`src/rtl/score_display_if.sv`:
```
// score_display_if: display-side bundle between the scoreboard counter and
// the two-digit 7-segment display driver.
//   master: the counter / test driver (drives value_i, observes the display)
//   slave : score_display (samples value_i, drives the display outputs)
interface score_display_if #(
  parameter int BW = 7
);
  logic [BW-1:0] value_i;
  logic [6:0]    segments_o;
  logic [1:0]    digit_sel_o;
  logic [3:0]    tens_o;
  logic [3:0]    ones_o;
  logic          done_o;

  modport master (
    output value_i,
    input  segments_o,
    input  digit_sel_o,
    input  tens_o,
    input  ones_o,
    input  done_o
  );

  modport slave (
    input  value_i,
    output segments_o,
    output digit_sel_o,
    output tens_o,
    output ones_o,
    output done_o
  );
endinterface

```
`src/rtl/score_display.sv`:
```
// score_display: converts the 0..99 score to two BCD digits with a
// sequential double-dabble engine (IDLE -> SHIFT x BW -> UPDATE, running
// continuously) and time-multiplexes them onto one shared 7-segment bus.
// Optional build macro SCORE_BLANK_LEADING_ZERO_EN blanks the tens digit
// when it is zero; the BCD outputs and done pulse are the same in both builds.
module score_display #(
  parameter int BW          = 7,
  parameter int REFRESH_DIV = 1000
) (
  input  logic            clk_i,
  input  logic            rst_i,
  score_display_if.slave  bus
);

  localparam int CW = $clog2(BW + 1);
  localparam int RW = (REFRESH_DIV > 1) ? $clog2(REFRESH_DIV) : 1;

  localparam logic [BW-1:0] MAX_VAL  = BW'(99);
  localparam logic [CW-1:0] LAST_BIT = CW'(BW - 1);
  localparam logic [RW-1:0] REF_MAX  = RW'(REFRESH_DIV - 1);

  typedef enum logic [1:0] {
    ST_IDLE   = 2'd0,
    ST_SHIFT  = 2'd1,
    ST_UPDATE = 2'd2
  } state_t;

  state_t        state_r;
  logic [7:0]    bcd_r;
  logic [BW-1:0] bin_r;
  logic [CW-1:0] bit_cnt_r;
  logic [3:0]    tens_r;
  logic [3:0]    ones_r;
  logic          done_r;
  logic [RW-1:0] ref_cnt_r;
  logic [1:0]    digit_sel_r;
  logic [BW+7:0] shifted_s;
  logic [6:0]    segments_s;

  // Add-3 correction applied to each BCD nibble before a shift.
  function automatic logic [7:0] dd_adjust(input logic [7:0] bcd);
    logic [3:0] hi;
    logic [3:0] lo;
    if (bcd[7:4] >= 4'd5) hi = bcd[7:4] + 4'd3;
    else                  hi = bcd[7:4];
    if (bcd[3:0] >= 4'd5) lo = bcd[3:0] + 4'd3;
    else                  lo = bcd[3:0];
    return {hi, lo};
  endfunction

  // Digit to gfedcba segment pattern; non-BCD codes go dark.
  function automatic logic [6:0] seg_decode(input logic [3:0] digit);
    logic [6:0] seg;
    case (digit)
      4'd0:    seg = 7'h3F;
      4'd1:    seg = 7'h06;
      4'd2:    seg = 7'h5B;
      4'd3:    seg = 7'h4F;
      4'd4:    seg = 7'h66;
      4'd5:    seg = 7'h6D;
      4'd6:    seg = 7'h7D;
      4'd7:    seg = 7'h07;
      4'd8:    seg = 7'h7F;
      4'd9:    seg = 7'h6F;
      default: seg = 7'h00;
    endcase
    return seg;
  endfunction

  // One double-dabble step: correct the BCD nibbles, then shift {bcd, bin} left.
  always_comb begin
    shifted_s = {dd_adjust(bcd_r), bin_r} << 1'b1;
  end

  // Conversion FSM: sample (clamped), shift BW times, publish the digits.
  always_ff @(posedge clk_i or negedge rst_i) begin
    if (!rst_i) begin
      state_r   <= ST_IDLE;
      bcd_r     <= 8'h00;
      bin_r     <= {BW{1'b0}};
      bit_cnt_r <= {CW{1'b0}};
      tens_r    <= 4'd0;
      ones_r    <= 4'd0;
      done_r    <= 1'b0;
    end else begin
      done_r <= 1'b0;
      case (state_r)
        ST_IDLE: begin
          bcd_r     <= 8'h00;
          bin_r     <= (bus.value_i > MAX_VAL) ? MAX_VAL : bus.value_i;
          bit_cnt_r <= {CW{1'b0}};
          state_r   <= ST_SHIFT;
        end
        ST_SHIFT: begin
          bcd_r     <= shifted_s[BW+7:BW];
          bin_r     <= shifted_s[BW-1:0];
          bit_cnt_r <= bit_cnt_r + CW'(1);
          if (bit_cnt_r == LAST_BIT) state_r <= ST_UPDATE;
          else                       state_r <= ST_SHIFT;
        end
        ST_UPDATE: begin
          tens_r  <= bcd_r[7:4];
          ones_r  <= bcd_r[3:0];
          done_r  <= 1'b1;
          state_r <= ST_IDLE;
        end
        default: begin
          state_r <= ST_IDLE;
        end
      endcase
    end
  end

  // Refresh timer: each digit stays lit REFRESH_DIV cycles, then the select flips.
  always_ff @(posedge clk_i or negedge rst_i) begin
    if (!rst_i) begin
      ref_cnt_r   <= {RW{1'b0}};
      digit_sel_r <= 2'b01;
    end else if (ref_cnt_r == REF_MAX) begin
      ref_cnt_r   <= {RW{1'b0}};
      digit_sel_r <= (digit_sel_r == 2'b01) ? 2'b10 : 2'b01;
    end else begin
      ref_cnt_r   <= ref_cnt_r + RW'(1);
      digit_sel_r <= digit_sel_r;
    end
  end

  // Segment mux: decode whichever digit is currently selected.
  always_comb begin
    segments_s = 7'h00;
    if (digit_sel_r == 2'b10) begin
`ifdef SCORE_BLANK_LEADING_ZERO_EN
      if (tens_r == 4'd0) segments_s = 7'h00;
      else                segments_s = seg_decode(tens_r);
`else
      segments_s = seg_decode(tens_r);
`endif
    end else begin
      segments_s = seg_decode(ones_r);
    end
  end

  assign bus.segments_o  = segments_s;
  assign bus.digit_sel_o = digit_sel_r;
  assign bus.tens_o      = tens_r;
  assign bus.ones_o      = ones_r;
  assign bus.done_o      = done_r;

endmodule

```
`src/flat_wrapper.sv`:
```
// flat-port wrapper written by rule: the top's interface ports become plain ports
module score_display_flat 
#(
  parameter int BW          = 7,
  parameter int REFRESH_DIV = 1000
)
  (clk_i, rst_i, bus_value_i, bus_segments_o, bus_digit_sel_o, bus_tens_o, bus_ones_o, bus_done_o);
  score_display_if #(.BW(BW)) bus_i ();
  input  logic clk_i;
  input  logic rst_i;
  input wire logic [$bits(bus_i.value_i)-1:0] bus_value_i;
  output wire logic [$bits(bus_i.segments_o)-1:0] bus_segments_o;
  output wire logic [$bits(bus_i.digit_sel_o)-1:0] bus_digit_sel_o;
  output wire logic [$bits(bus_i.tens_o)-1:0] bus_tens_o;
  output wire logic [$bits(bus_i.ones_o)-1:0] bus_ones_o;
  output wire logic [$bits(bus_i.done_o)-1:0] bus_done_o;
  assign bus_i.value_i = bus_value_i;
  assign bus_segments_o = bus_i.segments_o;
  assign bus_digit_sel_o = bus_i.digit_sel_o;
  assign bus_tens_o = bus_i.tens_o;
  assign bus_ones_o = bus_i.ones_o;
  assign bus_done_o = bus_i.done_o;
  score_display #(.BW(BW), .REFRESH_DIV(REFRESH_DIV)) u_core (.clk_i(clk_i), .rst_i(rst_i), .bus(bus_i));
endmodule
```
`config.mk`:
```
export PLATFORM = sky130hd
export DESIGN_NAME = score_display_flat
export DESIGN_NICKNAME = d
export VERILOG_FILES = /design/src/rtl/score_display_if.sv /design/src/rtl/score_display.sv /design/src/flat_wrapper.sv
export SDC_FILE = /design/constraint.sdc
export NUM_CORES = 1
export LEC_CHECK = 0
export CAP_MARGIN = 0
export CORE_MARGIN = 4
export CORE_UTILIZATION = 45
export DETAILED_ROUTE_END_ITERATION = 8
export PLACE_DENSITY = 0.68
export SYNTH_ARGS = -nofsm -noshare
export SYNTH_HDL_FRONTEND = slang
export SYNTH_SLANG_ARGS = --single-unit
```
`constraint.sdc`:
```
create_clock -name clk_i -period 2 [get_ports clk_i]
set_input_delay 0.4 -clock clk_i [delete_from_list [all_inputs] [get_ports clk_i]]
set_output_delay 0.4 -clock clk_i [all_outputs]
set_load 0.05 [all_outputs]
```
==> reports/summary.txt <==
status: finished with violations
failing checks: setup timing
FF-to-FF Start: u_core.ref_cnt_r[0]$_DFF_PN0_
H-tree levels: 2
Unique masters post-synth: 41
die area: 0.00636 sq mm
Avg Cell Area, Syn: 9.54 sq um
DRC viols: 0
Pwr Density: 1200 mW/mm^2
initial antenna violation count: 0
max-slew violations: 0
global route hottest layer: met2
Via Count: 1,830
Tightest Pin Transition: 0.532 ns
vias per inst: 5.14
Critical Path Start Type: flip-flop
# IOs: 27
f_max: 483 MHz
Required @ worst endpoint: 1.60 ns
CTS root buffer: clkbuf_8
Synth async-reset ratio: 100%
dominant cell by count in the synthesized netlist: dfrtp_1
EDFF count, synth: 0
post-route cell area: 0.00315 sq mm
Placer Congestion: 0.893
worst vdd ir: 0.871 mV
vias in the first global route: 1,794
CTS buffer count: 5
Clock Sinks: 41
CTS clock-pin slew for the worst setup and hold paths: 0.08 ns
Reg2Reg Setup Slack: 0.44 ns
Clock Path Buffers: 2
# setup viols final: 4
post-synth top area share: 43.2%
final hold slack: 0.0432 ns
WS Path Type: flip-flop to output port
minimum clock period: 2.07 ns
1st-iter DRT viols: 72
DRT antenna net count: 0
crit path capture: bus_segments_o[2]
Synth Instances: 243
top cells by area, synth: dfrtp_1 43%, ha_1 10%, o21ai_0 5.4%
worst setup path start: u_core.bus.tens_o[1]$_DFFE_PN0P_
cell area after synthesis: 0.00232 sq mm
Arr. time, crit path: 1.67 ns
Final Hold Fails: 0
cts hold-fix bufs: 0
Worst setup EP type: output port
setup TNS: -0.178 ns
Primary FF master, synth: dfrtp_1
GRT Overall Usage: 16.0%
Reg2Reg Depth: 5
Finished Core Util: 65.0%
Die W: 79.8 um
total grt overflow: 0
CTS tree: yes
Commonest cells post-synth: 40 x dfrtp_1, 25 x o21ai_0, 24 x nand2_1, 19 x ha_1, 16 x inv_1
Slew HR: 64.4%
area leader, netlist: dfrtp_1
DRT Pass-1 Iters: 4
routed wire length: 4770 um
Yosys reg bits: 41
GR Util met2: 27.0%
RSZ-0062 raised after global routing: true
Fillers: 383
min-delay worst type: input port to async pin
layout cell share with drive strength beyond 1: 31.1%
core area: 0.00485 sq mm
Post-Place Setup Slack: 0.158 ns
crit path max fanout: 7
Final #Nets: 316
syn nets: 271
detailed placement HPWL: 3270 um
placement row count: 25
placed inst area: 0.00281 sq mm
area grow syn2layout: 36.1%
met1 Use GR: 20.3%
input/output buffers: 26
largest net degree at the start of global routing: 24
antenna cells: 0
sequential element share of the synthesized area: 44.3%
max-cap violations: 0
final worst path period share: 103%
Critical R2R Capture: u_core.bus.digit_sel_o[0]$_DFFE_PN1N_
PnR worst setup slack: -0.0690 ns
first-pass GRT wire length: 8040 um
leakage: 1.43 nW
met3 usage: 3.05%
Worst-Skew Late Latency: 0.29 ns
starting density of the core: 47.8%
WL/cell: 13.4 um
Chip Height: 79.8 um
synth warn: 0
worst-case clock skew: 0.00900 ns
-- through the flow --
stage                     instances  total power, W
after global routing            356         0.00397
after CTS                       353         0.00356
after global placement          338         0.00272
after floorplan                 243         0.00207
final                           356         0.00377
after detailed placement        338         0.00273
-- final cells by class --
cell class / instances / area, sq um / area share [%]
Tap cell: 67 / 83.8 / 2.66
Clock buffer: 6 / 72.6 / 2.30
Clock inverter: 2 / 35.0 / 1.11
Timing Repair Buffer: 48 / 494 / 15.7
Inverter: 16 / 65.1 / 2.06
Sequential cell: 41 / 1040 / 32.9
Multi-Input combinational cell: 176 / 1370 / 43.3
-- layout by cell type, fill, tap and decap left out, types with 8 or more instances in the layout --
master	instances
inv_1	11
ha_1	15
nand2_1	24
buf_4	24
dfrtp_1	32
nor2_1	13
o21ai_0	19
clkdlybuf4s50_1	10
dfrtp_2	8
nand2b_1	13
-- logic make-up after synthesis --
family	after synthesis	share of synthesized area, %
xor+xnor	10	3.78
buf+inv	26	4.91
fa+ha+maj	19	10.3
compound gates	65	17.3
simple gates	75	16.2
mux	7	3.24
flops	41	44.3
-- routing by layer --
layer | part of all wire (%) | vias to the layer above | wire length [um]
met5 | 0 | - | 0
met4 | 1.8 | 0 | 88
met3 | 3.2 | 8 | 151
met2 | 47 | 32 | 2250
met1 | 48 | 865 | 2290
li1 | - | 925 | -
-- report_power, final --
| group | total (W) | internal [W] | leakage [nW] | switching [W] |
|---|---|---|---|---|
| registers | 0.00103 | 0.000898 | 0.503 | 0.000129 |
| logic | 0.00209 | 0.000938 | 0.874 | 0.00116 |
| clock network | 0.000653 | 0.000371 | 0.0552 | 0.000282 |
-- how the worst min path moves through the flow --
stage	startpoint	endpoint	slack, ns	cells after the start
finish	rst_i	u_core.ref_cnt_r[8]$_DFF_PN0_	0.04	1
global route	rst_i	u_core.bus.tens_o[2]$_DFFE_PN0P_	0.07	1
CTS	rst_i	u_core.ref_cnt_r[8]$_DFF_PN0_	0.05	1
detailed placement	rst_i	u_core.ref_cnt_r[8]$_DFF_PN0_	0.37	1
global placement	rst_i	u_core.ref_cnt_r[5]$_DFF_PN0_	0.37	1
floorplan	rst_i	u_core.bcd_r[0]$_DFFE_PN0P_	0.10	0
-- worst max-delay path: stages (launching register included) --
cell and delay, ns:
dfrtp_2 0.47, buf_6 0.14, ha_1 0.16, nor2b_1 0.12, o22ai_1 0.13, nand2_1 0.10, o21ai_2 0.10, buf_12 0.16
-- registers in the layout, summed over array words and instances, names as in the netlist, 2 cells and up --
| signal | count |
|---|---|
| u_core.bit_cnt_r | 3 |
| u_core.bcd_r | 8 |
| u_core.bus.digit_sel_o | 2 |
| u_core.bin_r | 7 |
| u_core.ref_cnt_r | 10 |
| u_core.state_r | 2 |
| u_core.bus.ones_o | 4 |
| u_core.bus.tens_o | 4 |
-- timing repair --
item,CTS,global route
setup buffers,7,3
resized for setup,15,29
endpoints found under the setup margin,7,7
pin swaps,9,15
No activity file was read; power rests on OpenSTA's default activity.
